**src/rtl/dport_axi_lite_if.sv**
```systemverilog
// AXI4-Lite channel bundle between the dport bridge (master) and the
// interconnect / peripheral side (slave). 32-bit address and data.
interface dport_axi_lite_if;
  // Write address channel
  logic        awvalid;
  logic [31:0] awaddr;
  logic        awready;
  // Write data channel
  logic        wvalid;
  logic [31:0] wdata;
  logic [3:0]  wstrb;
  logic        wready;
  // Write response channel
  logic        bvalid;
  logic [1:0]  bresp;
  logic        bready;
  // Read address channel
  logic        arvalid;
  logic [31:0] araddr;
  logic        arready;
  // Read data channel
  logic        rvalid;
  logic [31:0] rdata;
  logic [1:0]  rresp;
  logic        rready;

  modport master (
    output awvalid, awaddr, wvalid, wdata, wstrb, bready, arvalid, araddr, rready,
    input  awready, wready, bvalid, bresp, arready, rvalid, rdata, rresp
  );

  modport slave (
    input  awvalid, awaddr, wvalid, wdata, wstrb, bready, arvalid, araddr, rready,
    output awready, wready, bvalid, bresp, arready, rvalid, rdata, rresp
  );
endinterface

```
**src/rtl/dport_axi_lite.sv**
```systemverilog
// dport_axi_lite: bridges the external data-port mux side to an AXI4-Lite
// master for uncached peripheral / DDR-controller access.
//  - rd -> AR, wr -> AW+W, CMOs complete locally with no bus traffic.
//  - In-flight requests tracked in a tag FIFO (OUTSTANDING deep); read and
//    write traffic never mix in flight, so responses come back in order.
//  - Optional macro DPORT_AXI_ERR_EN: report non-OKAY rresp/bresp on
//    mem_error_o. Without it mem_error_o is tied low.
module dport_axi_lite #(
  parameter int unsigned OUTSTANDING = 2,
  parameter int unsigned TAG_W       = 11
) (
  input  logic             clk_i,
  input  logic             rst_i,
  input  logic [31:0]      mem_addr_i,
  input  logic [31:0]      mem_data_wr_i,
  input  logic             mem_rd_i,
  input  logic [3:0]       mem_wr_i,
  input  logic             mem_cacheable_i,
  input  logic [TAG_W-1:0] mem_req_tag_i,
  input  logic             mem_invalidate_i,
  input  logic             mem_writeback_i,
  input  logic             mem_flush_i,
  output logic [31:0]      mem_data_rd_o,
  output logic             mem_accept_o,
  output logic             mem_ack_o,
  output logic             mem_error_o,
  output logic [TAG_W-1:0] mem_resp_tag_o,
  dport_axi_lite_if.master axi
);

  typedef enum logic [1:0] {
    KIND_IDLE = 2'd0,
    KIND_RD   = 2'd1,
    KIND_WR   = 2'd2,
    KIND_CMO  = 2'd3
  } kind_e;

  localparam int unsigned PTR_W = (OUTSTANDING > 1) ? $clog2(OUTSTANDING) : 1;
  localparam int unsigned CNT_W = $clog2(OUTSTANDING) + 1;
  localparam logic [CNT_W-1:0] FULL_CNT = CNT_W'(OUTSTANDING);
  localparam logic [PTR_W-1:0] PTR_LAST = PTR_W'(OUTSTANDING - 1);

  // Tag FIFO storage
  logic [TAG_W-1:0] tag_fifo_q  [OUTSTANDING];
  kind_e            kind_fifo_q [OUTSTANDING];
  logic [PTR_W-1:0] wr_ptr_q;
  logic [PTR_W-1:0] rd_ptr_q;
  logic [CNT_W-1:0] count_q;

  // Kind of traffic currently in flight
  kind_e kind_q;
  kind_e kind_d;

  // AXI request channel state
  logic        arvalid_q;
  logic [31:0] araddr_q;
  logic        awvalid_q;
  logic [31:0] awaddr_q;
  logic        wvalid_q;
  logic [31:0] wdata_q;
  logic [3:0]  wstrb_q;

  // Response registers towards the mux
  logic             ack_q;
  logic [TAG_W-1:0] resp_tag_q;
  logic [31:0]      rdata_q;

  // Combinational control
  kind_e            req_kind;
  logic             fifo_empty;
  logic             fifo_full;
  logic             slot_free;
  logic             accept;
  kind_e            head_kind;
  logic [TAG_W-1:0] head_tag;
  logic             rready;
  logic             bready;
  logic             r_hs;
  logic             b_hs;
  logic             cmo_pop;
  logic             pop;

  function automatic logic [PTR_W-1:0] ptr_inc(input logic [PTR_W-1:0] p);
    return (p == PTR_LAST) ? '0 : p + 1'b1;
  endfunction

  // Decode incoming request: wr beats rd beats CMO
  always_comb begin
    req_kind = KIND_IDLE;
    if (mem_wr_i != '0) begin
      req_kind = KIND_WR;
    end else if (mem_rd_i) begin
      req_kind = KIND_RD;
    end else if (mem_invalidate_i || mem_writeback_i || mem_flush_i) begin
      req_kind = KIND_CMO;
    end
  end

  assign fifo_empty = (count_q == '0);
  assign fifo_full  = (count_q == FULL_CNT);
  assign slot_free  = !(arvalid_q || awvalid_q || wvalid_q);

  // Accept decision; a pop in the same cycle never frees a full FIFO early
  always_comb begin
    accept = 1'b0;
    case (req_kind)
      KIND_RD, KIND_WR: accept = !fifo_full && slot_free &&
                                 (fifo_empty || (req_kind == kind_q));
      KIND_CMO:         accept = fifo_empty && slot_free;
      default:          accept = 1'b0;
    endcase
  end

  assign head_kind = kind_fifo_q[rd_ptr_q];
  assign head_tag  = tag_fifo_q[rd_ptr_q];

  // Only the channel matching the oldest request is ever ready; a stray
  // response stalls on the bus instead of being dropped.
  assign rready  = !fifo_empty && (head_kind == KIND_RD);
  assign bready  = !fifo_empty && (head_kind == KIND_WR);
  assign r_hs    = rready && axi.rvalid;
  assign b_hs    = bready && axi.bvalid;
  assign cmo_pop = !fifo_empty && (head_kind == KIND_CMO);
  assign pop     = r_hs || b_hs || cmo_pop;

  // Traffic-kind register: follows the last accepted request
  always_ff @(posedge clk_i or negedge rst_i) begin
    if (!rst_i) begin
      kind_q <= KIND_IDLE;
    end else begin
      kind_q <= kind_d;
    end
  end

  // Traffic-kind next state; equal kinds are guaranteed while non-empty
  always_comb begin
    kind_d = kind_q;
    if (accept) begin
      kind_d = req_kind;
    end
  end

  // Tag FIFO: push on accept, pop on response handshake or CMO at head
  always_ff @(posedge clk_i or negedge rst_i) begin
    if (!rst_i) begin
      wr_ptr_q <= '0;
      rd_ptr_q <= '0;
      count_q  <= '0;
      for (int unsigned i = 0; i < OUTSTANDING; i++) begin
        tag_fifo_q[i]  <= '0;
        kind_fifo_q[i] <= KIND_IDLE;
      end
    end else begin
      if (accept) begin
        tag_fifo_q[wr_ptr_q]  <= mem_req_tag_i;
        kind_fifo_q[wr_ptr_q] <= req_kind;
        wr_ptr_q              <= ptr_inc(wr_ptr_q);
      end
      if (pop) begin
        rd_ptr_q <= ptr_inc(rd_ptr_q);
      end
      if (accept && !pop) begin
        count_q <= count_q + CNT_W'(1);
      end else if (!accept && pop) begin
        count_q <= count_q - CNT_W'(1);
      end
    end
  end

  // AXI request channels: each valid is held with its payload until ready
  always_ff @(posedge clk_i or negedge rst_i) begin
    if (!rst_i) begin
      arvalid_q <= 1'b0;
      araddr_q  <= '0;
      awvalid_q <= 1'b0;
      awaddr_q  <= '0;
      wvalid_q  <= 1'b0;
      wdata_q   <= '0;
      wstrb_q   <= '0;
    end else begin
      if (arvalid_q && axi.arready) begin
        arvalid_q <= 1'b0;
      end else if (accept && (req_kind == KIND_RD)) begin
        arvalid_q <= 1'b1;
        araddr_q  <= mem_addr_i;
      end

      if (awvalid_q && axi.awready) begin
        awvalid_q <= 1'b0;
      end else if (accept && (req_kind == KIND_WR)) begin
        awvalid_q <= 1'b1;
        awaddr_q  <= mem_addr_i;
      end

      if (wvalid_q && axi.wready) begin
        wvalid_q <= 1'b0;
      end else if (accept && (req_kind == KIND_WR)) begin
        wvalid_q <= 1'b1;
        wdata_q  <= mem_data_wr_i;
        wstrb_q  <= mem_wr_i;
      end
    end
  end

  // Response path: ack one cycle after the pop, with the head tag
  always_ff @(posedge clk_i or negedge rst_i) begin
    if (!rst_i) begin
      ack_q      <= 1'b0;
      resp_tag_q <= '0;
      rdata_q    <= '0;
    end else begin
      ack_q <= pop;
      if (pop) begin
        resp_tag_q <= head_tag;
        rdata_q    <= r_hs ? axi.rdata : '0;
      end
    end
  end

`ifdef DPORT_AXI_ERR_EN
  logic err_q;

  // Error flag registered alongside the ack it belongs to
  always_ff @(posedge clk_i or negedge rst_i) begin
    if (!rst_i) begin
      err_q <= 1'b0;
    end else begin
      err_q <= (r_hs && (axi.rresp != 2'b00)) || (b_hs && (axi.bresp != 2'b00));
    end
  end

  assign mem_error_o = err_q;

  logic unused_inputs;
  assign unused_inputs = mem_cacheable_i;
`else
  assign mem_error_o = 1'b0;

  logic unused_inputs;
  assign unused_inputs = ^{mem_cacheable_i, axi.rresp, axi.bresp};
`endif

  assign mem_accept_o   = accept;
  assign mem_ack_o      = ack_q;
  assign mem_resp_tag_o = resp_tag_q;
  assign mem_data_rd_o  = rdata_q;

  assign axi.arvalid = arvalid_q;
  assign axi.araddr  = araddr_q;
  assign axi.awvalid = awvalid_q;
  assign axi.awaddr  = awaddr_q;
  assign axi.wvalid  = wvalid_q;
  assign axi.wdata   = wdata_q;
  assign axi.wstrb   = wstrb_q;
  assign axi.rready  = rready;
  assign axi.bready  = bready;

endmodule

```
**src/flat_wrapper.sv**
```systemverilog
// flat-port wrapper written by rule: the top's interface ports become plain ports
module dport_axi_lite_flat 
#(
  parameter int unsigned OUTSTANDING = 2,
  parameter int unsigned TAG_W       = 11
)
  (clk_i, rst_i, mem_addr_i, mem_data_wr_i, mem_rd_i, mem_wr_i, mem_cacheable_i, mem_req_tag_i, mem_invalidate_i, mem_writeback_i, mem_flush_i, mem_data_rd_o, mem_accept_o, mem_ack_o, mem_error_o, mem_resp_tag_o, axi_awvalid, axi_awaddr, axi_wvalid, axi_wdata, axi_wstrb, axi_bready, axi_arvalid, axi_araddr, axi_rready, axi_awready, axi_wready, axi_bvalid, axi_bresp, axi_arready, axi_rvalid, axi_rdata, axi_rresp);
  dport_axi_lite_if axi_i ();
  input  logic clk_i;
  input  logic rst_i;
  input  logic [31:0] mem_addr_i;
  input  logic [31:0] mem_data_wr_i;
  input  logic mem_rd_i;
  input  logic [3:0] mem_wr_i;
  input  logic mem_cacheable_i;
  input  logic [TAG_W-1:0] mem_req_tag_i;
  input  logic mem_invalidate_i;
  input  logic mem_writeback_i;
  input  logic mem_flush_i;
  output logic [31:0] mem_data_rd_o;
  output logic mem_accept_o;
  output logic mem_ack_o;
  output logic mem_error_o;
  output logic [TAG_W-1:0] mem_resp_tag_o;
  output wire logic [$bits(axi_i.awvalid)-1:0] axi_awvalid;
  output wire logic [$bits(axi_i.awaddr)-1:0] axi_awaddr;
  output wire logic [$bits(axi_i.wvalid)-1:0] axi_wvalid;
  output wire logic [$bits(axi_i.wdata)-1:0] axi_wdata;
  output wire logic [$bits(axi_i.wstrb)-1:0] axi_wstrb;
  output wire logic [$bits(axi_i.bready)-1:0] axi_bready;
  output wire logic [$bits(axi_i.arvalid)-1:0] axi_arvalid;
  output wire logic [$bits(axi_i.araddr)-1:0] axi_araddr;
  output wire logic [$bits(axi_i.rready)-1:0] axi_rready;
  input wire logic [$bits(axi_i.awready)-1:0] axi_awready;
  input wire logic [$bits(axi_i.wready)-1:0] axi_wready;
  input wire logic [$bits(axi_i.bvalid)-1:0] axi_bvalid;
  input wire logic [$bits(axi_i.bresp)-1:0] axi_bresp;
  input wire logic [$bits(axi_i.arready)-1:0] axi_arready;
  input wire logic [$bits(axi_i.rvalid)-1:0] axi_rvalid;
  input wire logic [$bits(axi_i.rdata)-1:0] axi_rdata;
  input wire logic [$bits(axi_i.rresp)-1:0] axi_rresp;
  assign axi_awvalid = axi_i.awvalid;
  assign axi_awaddr = axi_i.awaddr;
  assign axi_wvalid = axi_i.wvalid;
  assign axi_wdata = axi_i.wdata;
  assign axi_wstrb = axi_i.wstrb;
  assign axi_bready = axi_i.bready;
  assign axi_arvalid = axi_i.arvalid;
  assign axi_araddr = axi_i.araddr;
  assign axi_rready = axi_i.rready;
  assign axi_i.awready = axi_awready;
  assign axi_i.wready = axi_wready;
  assign axi_i.bvalid = axi_bvalid;
  assign axi_i.bresp = axi_bresp;
  assign axi_i.arready = axi_arready;
  assign axi_i.rvalid = axi_rvalid;
  assign axi_i.rdata = axi_rdata;
  assign axi_i.rresp = axi_rresp;
  dport_axi_lite #(.OUTSTANDING(OUTSTANDING), .TAG_W(TAG_W)) u_core (.clk_i(clk_i), .rst_i(rst_i), .mem_addr_i(mem_addr_i), .mem_data_wr_i(mem_data_wr_i), .mem_rd_i(mem_rd_i), .mem_wr_i(mem_wr_i), .mem_cacheable_i(mem_cacheable_i), .mem_req_tag_i(mem_req_tag_i), .mem_invalidate_i(mem_invalidate_i), .mem_writeback_i(mem_writeback_i), .mem_flush_i(mem_flush_i), .mem_data_rd_o(mem_data_rd_o), .mem_accept_o(mem_accept_o), .mem_ack_o(mem_ack_o), .mem_error_o(mem_error_o), .mem_resp_tag_o(mem_resp_tag_o), .axi(axi_i));
endmodule
```
**config.mk**
```make
export PLATFORM = sky130hd
export DESIGN_NAME = dport_axi_lite_flat
export DESIGN_NICKNAME = d
export VERILOG_FILES = /design/src/rtl/dport_axi_lite_if.sv /design/src/rtl/dport_axi_lite.sv /design/src/flat_wrapper.sv
export SDC_FILE = /design/constraint.sdc
export NUM_CORES = 1
export LEC_CHECK = 0
export ABC_CLOCK_PERIOD_IN_PS = 6100
export CAP_MARGIN = 5
export CELL_PAD_IN_SITES_DETAIL_PLACEMENT = 1
export CELL_PAD_IN_SITES_GLOBAL_PLACEMENT = 1
export CORE_ASPECT_RATIO = 1.25
export CORE_MARGIN = 10
export CORE_UTILIZATION = 39
export CTS_BUF_LIST = sky130_fd_sc_hd__clkbuf_4
export DETAILED_ROUTE_END_ITERATION = 8
export HOLD_SLACK_MARGIN = 0.06
export PLACE_DENSITY_LB_ADDON = 0.1
export SETUP_SLACK_MARGIN = 0.1
export SYNTH_ARGS = -nofsm -noshare
export SYNTH_HDL_FRONTEND = slang
export SYNTH_SLANG_ARGS = --single-unit
```
**constraint.sdc**
```tcl
create_clock -name clk_i -period 6.1 [get_ports clk_i]
set_input_delay 1.22 -clock clk_i [delete_from_list [all_inputs] [get_ports clk_i]]
set_output_delay 1.22 -clock clk_i [all_outputs]
set_load 0.01 [all_outputs]
```
==> results of run 1 <==
## routing by layer
layer,vias to the layer above,track usage (%),wire (um)
met2,173,28.7,10800
met3,27,7.13,1850
met1,2424,18.7,8070
met5,-,0,0
li1,2146,-,-
met4,0,5.99,475
## worst reg2reg max path, stage by stage, from the launching register on
cell and delay, ns:
dfrtp_1 0.89, mux2_2 0.45, o21ai_0 0.15, a21o_2 0.82
ha_1 0.32, xor2_1 0.15, nor2_1 0.07, xor2_1 0.14
## placed cells by master (no fill, tap or decap), types with 2 or more instances in the layout
master	n
a22o_1	32
buf_4	4
clkbuf_4	17
clkdlybuf4s50_1	270
clkinv_1	2
clkinv_4	2
dfrtp_1	179
diode_2	3
ha_1	5
inv_1	11
inv_6	5
inv_8	3
mux2_1	11
mux2_2	19
mux2_4	97
mux2i_1	12
nand2_1	16
nor2_1	4
nor3b_1	2
o21ai_0	19
xnor2_1	3
xor2_1	2
## registers in the layout, indices dropped and copies added, names as in the netlist, 2 cells and up
| signal | flops |
|---|---|
| u_core.axi.araddr | 32 |
| u_core.kind_q | 2 |
| u_core.mem_resp_tag_o | 11 |
| u_core.mem_data_rd_o | 32 |
| u_core.axi.wdata | 32 |
| u_core.axi.wstrb | 4 |
| u_core.axi.awaddr | 32 |
| u_core.tag_fifo_q | 22 |
| u_core.count_q | 2 |
| u_core.kind_fifo_q | 4 |
## metrics by stage
stage | worst slack (ns) | cell area (um2) | hold WS [ns]
detailed placement | 0.0968 | 10200 | 0.469
floorplan | 1.46 | 7360 | 0.444
global placement | 0.183 | 10200 | 0.466
CTS | 0.283 | 10500 | 0.511
finish | 0.380 | 10500 | 0.502
global route | 0.0817 | 10500 | 0.519
## where the power goes
| part | internal, uW | total [uW] | switching, uW |
|---|---|---|---|
| logic | 1330 | 2190 | 860 |
| clock network | 215 | 659 | 443 |
| registers | 1600 | 1860 | 266 |
## layout make-up
| cell class | instances | area, um2 |
|---|---|---|
| Antenna cell | 3 | 7.51 |
| Clock buffer | 17 | 128 |
| Clock inverter | 15 | 145 |
| Fill cell | 1807 | 8110 |
| Inverter | 11 | 41.3 |
| Multi-Input combinational cell | 239 | 2670 |
| Sequential cell | 179 | 4480 |
| Tap cell | 232 | 290 |
| Timing Repair Buffer | 276 | 2760 |
## path summary, 6_finish.rpt
path / from / end / slack (ns) / cells after the start
min in group asynchronous: rst_i / u_core.axi.wdata[9]$_DFFE_PN0P_ / 0.66 / 1
worst min register to register: u_core.mem_resp_tag_o[6]$_DFFE_PN0P_ / u_core.mem_resp_tag_o[6]$_DFFE_PN0P_ / 0.50 / 2
worst min-delay path: u_core.mem_resp_tag_o[6]$_DFFE_PN0P_ / u_core.mem_resp_tag_o[6]$_DFFE_PN0P_ / 0.50 / 2
worst max register to register: u_core.rd_ptr_q$_DFFE_PN0P_ / u_core.count_q[1]$_DFFE_PN0P_ / 3.02 / 7
max in group asynchronous: rst_i / u_core.mem_data_rd_o[29]$_DFFE_PN0P_ / 4.21 / 2
worst max-delay path: mem_wr_i[1] / mem_accept_o / 0.38 / 10
## logic make-up (layout without fill, tap and decap cells)
group	Yosys count	in the layout	synth area share [%]
other	1	4	0.0510
buffers and inverters	38	319	3.20
multiplexers	139	139	26.0
flip-flops	179	179	60.9
XOR/XNOR	5	5	0.595
adder cells (fa/ha/maj)	5	5	0.850
AND/OR/NAND/NOR	30	30	2.01
AO/OA/AOI/OAI	59	59	6.43
## timing repair
action                     in CTS  in global routing
resized for setup               1                  1
setup endpoints to repair       1                  1
gates cloned                    0                  0
## cells in the mapped netlist (2+ instances only)
master,instances
a211o_1,2
a22o_1,32
buf_2,2
buf_4,2
buf_6,11
clkbuf_1,11
dfrtp_1,179
ha_1,5
inv_1,11
mux2_1,11
mux2_2,19
mux2_4,97
mux2i_1,12
nand2_1,16
nor2_1,4
nor3b_1,2
o21ai_0,19
xnor2_1,3
xor2_1,2
==> impl_metrics.tcl, run 1 <==
set metrics [dict create \
    outcome "finished clean" \
    p_per_area_mw_per_mm2 448 \
    synth_top_area_cell "dfrtp_1" \
    setup_tns_ns 0 \
    synthArstFlopShare_pct 100 \
    numCtsBuffers 17 \
    fin_crit_ns 5.72 \
    required_ns 4.88 \
    cts_tree "yes" \
    max-clock-path-buffers 2 \
    crit_slowest_cell "clkdlybuf4s50_1" \
    cp-start-kind "primary input" \
    placed_cells 937 \
    path_cells "clkdlybuf4s50_1, nor4_4, a21boi_0, inv_1, ha_1, or4_4, a221oi_4, o211ai_4, inv_1, clkdlybuf4s50_1" \
    dp_hpwl_um 15900 \
    crit_type "in -> out" \
    holdBufCountCts 0 \
    crit_family "buffers and inverters" \
    grt_max_degree 80 \
    drive_gt1_share_pct 21.7 \
    grt_pass1_wl_um 33000 \
    numPortBuffers 271 \
    arrival_ns 4.50 \
    post-route-period-util_pct 93.8 \
    cts_setup_buffers 0 \
    die_w_um 143 \
    synth_top_cell_area_share_pct 60.9 \
    synthToLayoutAreaGrowth_pct 43.0 \
    slew_viol_final 0 \
    core_area_mm2 0.0186 \
    syn-cell-area_mm2 0.00736 \
    final_net_count 856 \
    max-cap-violations 0 \
    synth_fp_nets 588 \
    synthTopCellsByArea "dfrtp_1 (61%), mux2_4 (20%), a22o_1 (3.8%), mux2_2 (2.9%), buf_6 (1.7%)" \
    skew_ns 0.0321 \
    synth_edf_count 0 \
    first_pass_iters 5 \
    setup_viol 0 \
    num_vias 4770 \
    rsz0062_at_grt "false" \
    cts.sinks 179 \
    die_h_um 174 \
    boundaryPins 278 \
    timing.fmax_mhz 175 \
    synth-seq-cells 179 \
    totalPowerFinal_uw 4710 \
    cts-root-buf "clkbuf_4" \
    drt_iter0_drc 136 \
    syn_inst 456 \
    grt_overflow 0 \
    relSlewSlack_pct 24.9 \
    vdd_drop_max_mv 0.187 \
    drc 0 \
    worstPathMaxFanout 8 \
    postRouteAntennaNets 0 \
    htreeDepth 4 \
    routed_wl_um 21200 \
    vias_per_cell 4.91 \
    syn_avg_cell_area_um2 16.1 \
    max_stage_delay_ns 0.57 \
    tightest_slew_ns 1.13 \
    p_leak_uw 0.00488 \
    grt_use_total_pct 17.0 \
    layoutNonFillerInstCount 972 \
    yosysWarnings 0 \
    synth_seq_area_share_pct 60.9 \
    hold_path.class "reg -> reg" \
    grt_antenna_before_repair 3 \
    wire_per_inst_um 21.8 \
    row_count 56 \
    initial_utilization_pct 39.5 \
    insertion_delay_ns 0.57 \
    synthFlopType "dfrtp_1" \
    die_area_mm2 0.0248 \
    fin_util_pct 56.5 \
    path_buf_inv 4 \
    grt_pass1_vias 5482 \
    path_clk_slew_ns 0.14 \
    end_kind "output port" \
    finalHoldViolCount 0 \
    synthDistinctLibCells 35 \
    gp_congestion 0.745 \
]
Note: power is estimated with default switching activity, not from simulation.
==> inputs of run 2 (changes only) <==
--- a/config.mk
+++ b/config.mk
@@ -8,3 +8,3 @@
 export ABC_CLOCK_PERIOD_IN_PS = 6100
-export CAP_MARGIN = 5
+export CAP_MARGIN = 20
 export CELL_PAD_IN_SITES_DETAIL_PLACEMENT = 1
==> constraint.sdc (replaced) <==
create_clock -name clk_i -period 6.1 [get_ports clk_i]
set_input_delay 0.61 -clock clk_i [delete_from_list [all_inputs] [get_ports clk_i]]
set_output_delay 0.61 -clock clk_i [all_outputs]
set_load 0.01 [all_outputs]
==> run 2 against run 1 <==
Clock-buffer cell count unchanged. Core utilization is 0.074 points lower. Combinational power is essentially flat. Critical path depth unchanged. Critical path type unchanged. First-iteration DRC count increased by 16%. Sequential cell count did not move. Power down 0.75%. Sequential power is essentially flat. Non-clock buffer count grew 1. Die area did not move.
==> impl_metrics.tcl, run 2 (synthesized netlist as in run 1, its figures left out) <==
set metrics [dict create \
    setup_tns_ns 0 \
    dp_hpwl_um 16100 \
    grt_use_total_pct 17.1 \
    first_pass_iters 4 \
    crit_type "in -> out" \
    final_net_count 857 \
    multiInputGateArea_mm2 0.00266 \
    vias_per_cell 4.95 \
    cts_resized 0 \
    row_count 56 \
    holdBufCountCts 1 \
    path_buf_inv 4 \
    wl_met1_um 8320 \
    core_area_mm2 0.0186 \
    timing.hold.ws_ns 0.501 \
    wl_met3_um 1630 \
    max_stage_delay_ns 0.68 \
    die_h_um 174 \
    rsz0062_at_grt "false" \
    boundaryPins 278 \
    cts.sinks 179 \
    outcome "finished clean" \
    final_cell_mix "clkdlybuf4s50_1 (270), dfrtp_1 (179), mux2_4 (97)" \
    initial_utilization_pct 39.5 \
    n_fill_cell 1816 \
    seqCellArea_mm2 0.00448 \
    end_kind "output port" \
    grt_pass1_vias 5532 \
    drc 0 \
    die_area_mm2 0.0248 \
    met2_length_um 11100 \
    numCtsBuffers 17 \
    relSlewSlack_pct 28.6 \
    num_vias 4806 \
    max-cap-violations 0 \
    placed_cells 936 \
    skew_ns 0.0309 \
    hold_path.class "reg -> reg" \
    insertion_delay_ns 0.57 \
    routed.top_layer "met4" \
    layoutNonFillerInstCount 971 \
    final_cell_area_mm2 0.0105 \
    grt_antenna_before_repair 1 \
    cts-root-buf "clkbuf_4" \
    grt_overflow 0 \
    p_per_area_mw_per_mm2 445 \
    finalHoldViolCount 0 \
    timing.fmax_mhz 195 \
    post-route-period-util_pct 84.2 \
    max-clock-path-buffers 2 \
    path_cells "clkdlybuf4s50_1, nor4_1, a21boi_0, inv_1, ha_1, or4_4, a221oi_4, o211ai_4, inv_1, clkdlybuf4s50_1" \
    layout_commonest_cell "clkdlybuf4s50_1" \
    gp_congestion 0.735 \
    fin_crit_ns 5.14 \
    place_ws_ns 0.909 \
    path_clk_slew_ns 0.13 \
    routed_wl_um 21400 \
    p_leak_uw 0.00488 \
    die_w_um 143 \
    cts_tree "yes" \
    grt_pass1_wl_um 33100 \
    post_dp_cell_area_mm2 0.0102 \
    synthToLayoutAreaGrowth_pct 42.8 \
    crit_slowest_cell "nor4_1" \
    required_ns 5.49 \
    layout_setup_ws_ns 0.964 \
    vdd_drop_max_mv 0.215 \
    drt_iter0_drc 158 \
    cp-start-kind "primary input" \
    wire_per_inst_um 22.0 \
    grt_max_degree 91 \
    numPortBuffers 271 \
    tightest_slew_ns 1.07 \
    setup_viol 0 \
    worstPathMaxFanout 8 \
    slew_viol_final 0 \
    drive_gt1_share_pct 21.5 \
    postRouteAntennaNets 0 \
    crit_family "buffers and inverters" \
    arrival_ns 4.53 \
    cts_setup_buffers 0 \
    htreeDepth 4 \
]
==> run 2: changes by cell type in the layout (fill, tap and decap cells not counted), sizes merged <==
cell / delta
inv: +1
dlygate4sd3: +1
clkinvlp: -1
diode: -2
bufinv: -1
clkinv: +1
==> run 2: worst min-delay path, delay by kind of cell, from the launching register on <==
family | cells | cell delay (ns)
AND/OR/NAND/NOR | 1 | 0.05
AO/OA/AOI/OAI | 1 | 0.06
flip-flops | 1 | 0.36
==> run 2: cell type report <==
class                           count  share of cell area, %
Multi-Input combinational cell    239                   25.3
Inverter                           11                  0.393
Sequential cell                   179                   42.6
Timing Repair Buffer              277                   26.6
Clock buffer                       17                   1.21
Tap cell                          232                   2.76
Clock inverter                     15                   1.15
Antenna cell                        1                 0.0238
==> run 2: worst paths after layout <==
kind / end / slack, ns / start / depth (start not counted)
setup / recovery: mem_accept_o / 0.96 / mem_wr_i[1] / 10
hold / removal: u_core.kind_fifo_q[0]$_DFFE_PN0P_ / 0.50 / u_core.kind_fifo_q[0]$_DFFE_PN0P_ / 2
setup reg to reg: u_core.count_q[1]$_DFFE_PN0P_ / 2.99 / u_core.rd_ptr_q$_DFFE_PN0P_ / 6
hold reg to reg: u_core.kind_fifo_q[0]$_DFFE_PN0P_ / 0.50 / u_core.kind_fifo_q[0]$_DFFE_PN0P_ / 2
max in group asynchronous: u_core.axi.araddr[31]$_DFFE_PN0P_ / 4.21 / rst_i / 3
min in group asynchronous: u_core.axi.wdata[9]$_DFFE_PN0P_ / 0.63 / rst_i / 2
==> run 2: power by group <==
group | switching (uW) | internal (uW) | leakage (uW) | total [uW]
Sequential | 263 | 1600 | 0.00226 | 1860
Clock | 452 | 175 | 0.000143 | 627
Combinational | 861 | 1330 | 0.00248 | 2190
Total | 1580 | 3100 | 0.00488 | 4680
==> run 2: per-stage QoR <==
stage                     total power [uW]  utilization, %
after floorplan                       3130               -
after global placement                4030            54.9
after detailed placement              4120            54.9
after CTS                             4760            56.2
after global routing                  4970            56.4
final                                 4680            56.4
==> run 2: layer usage <==
layer,GRT usage [%],vias to the layer above
li1,-,2146
met1,19.0,2468
met2,29.8,170
met3,5.89,22
met4,5.56,0
met5,0,-
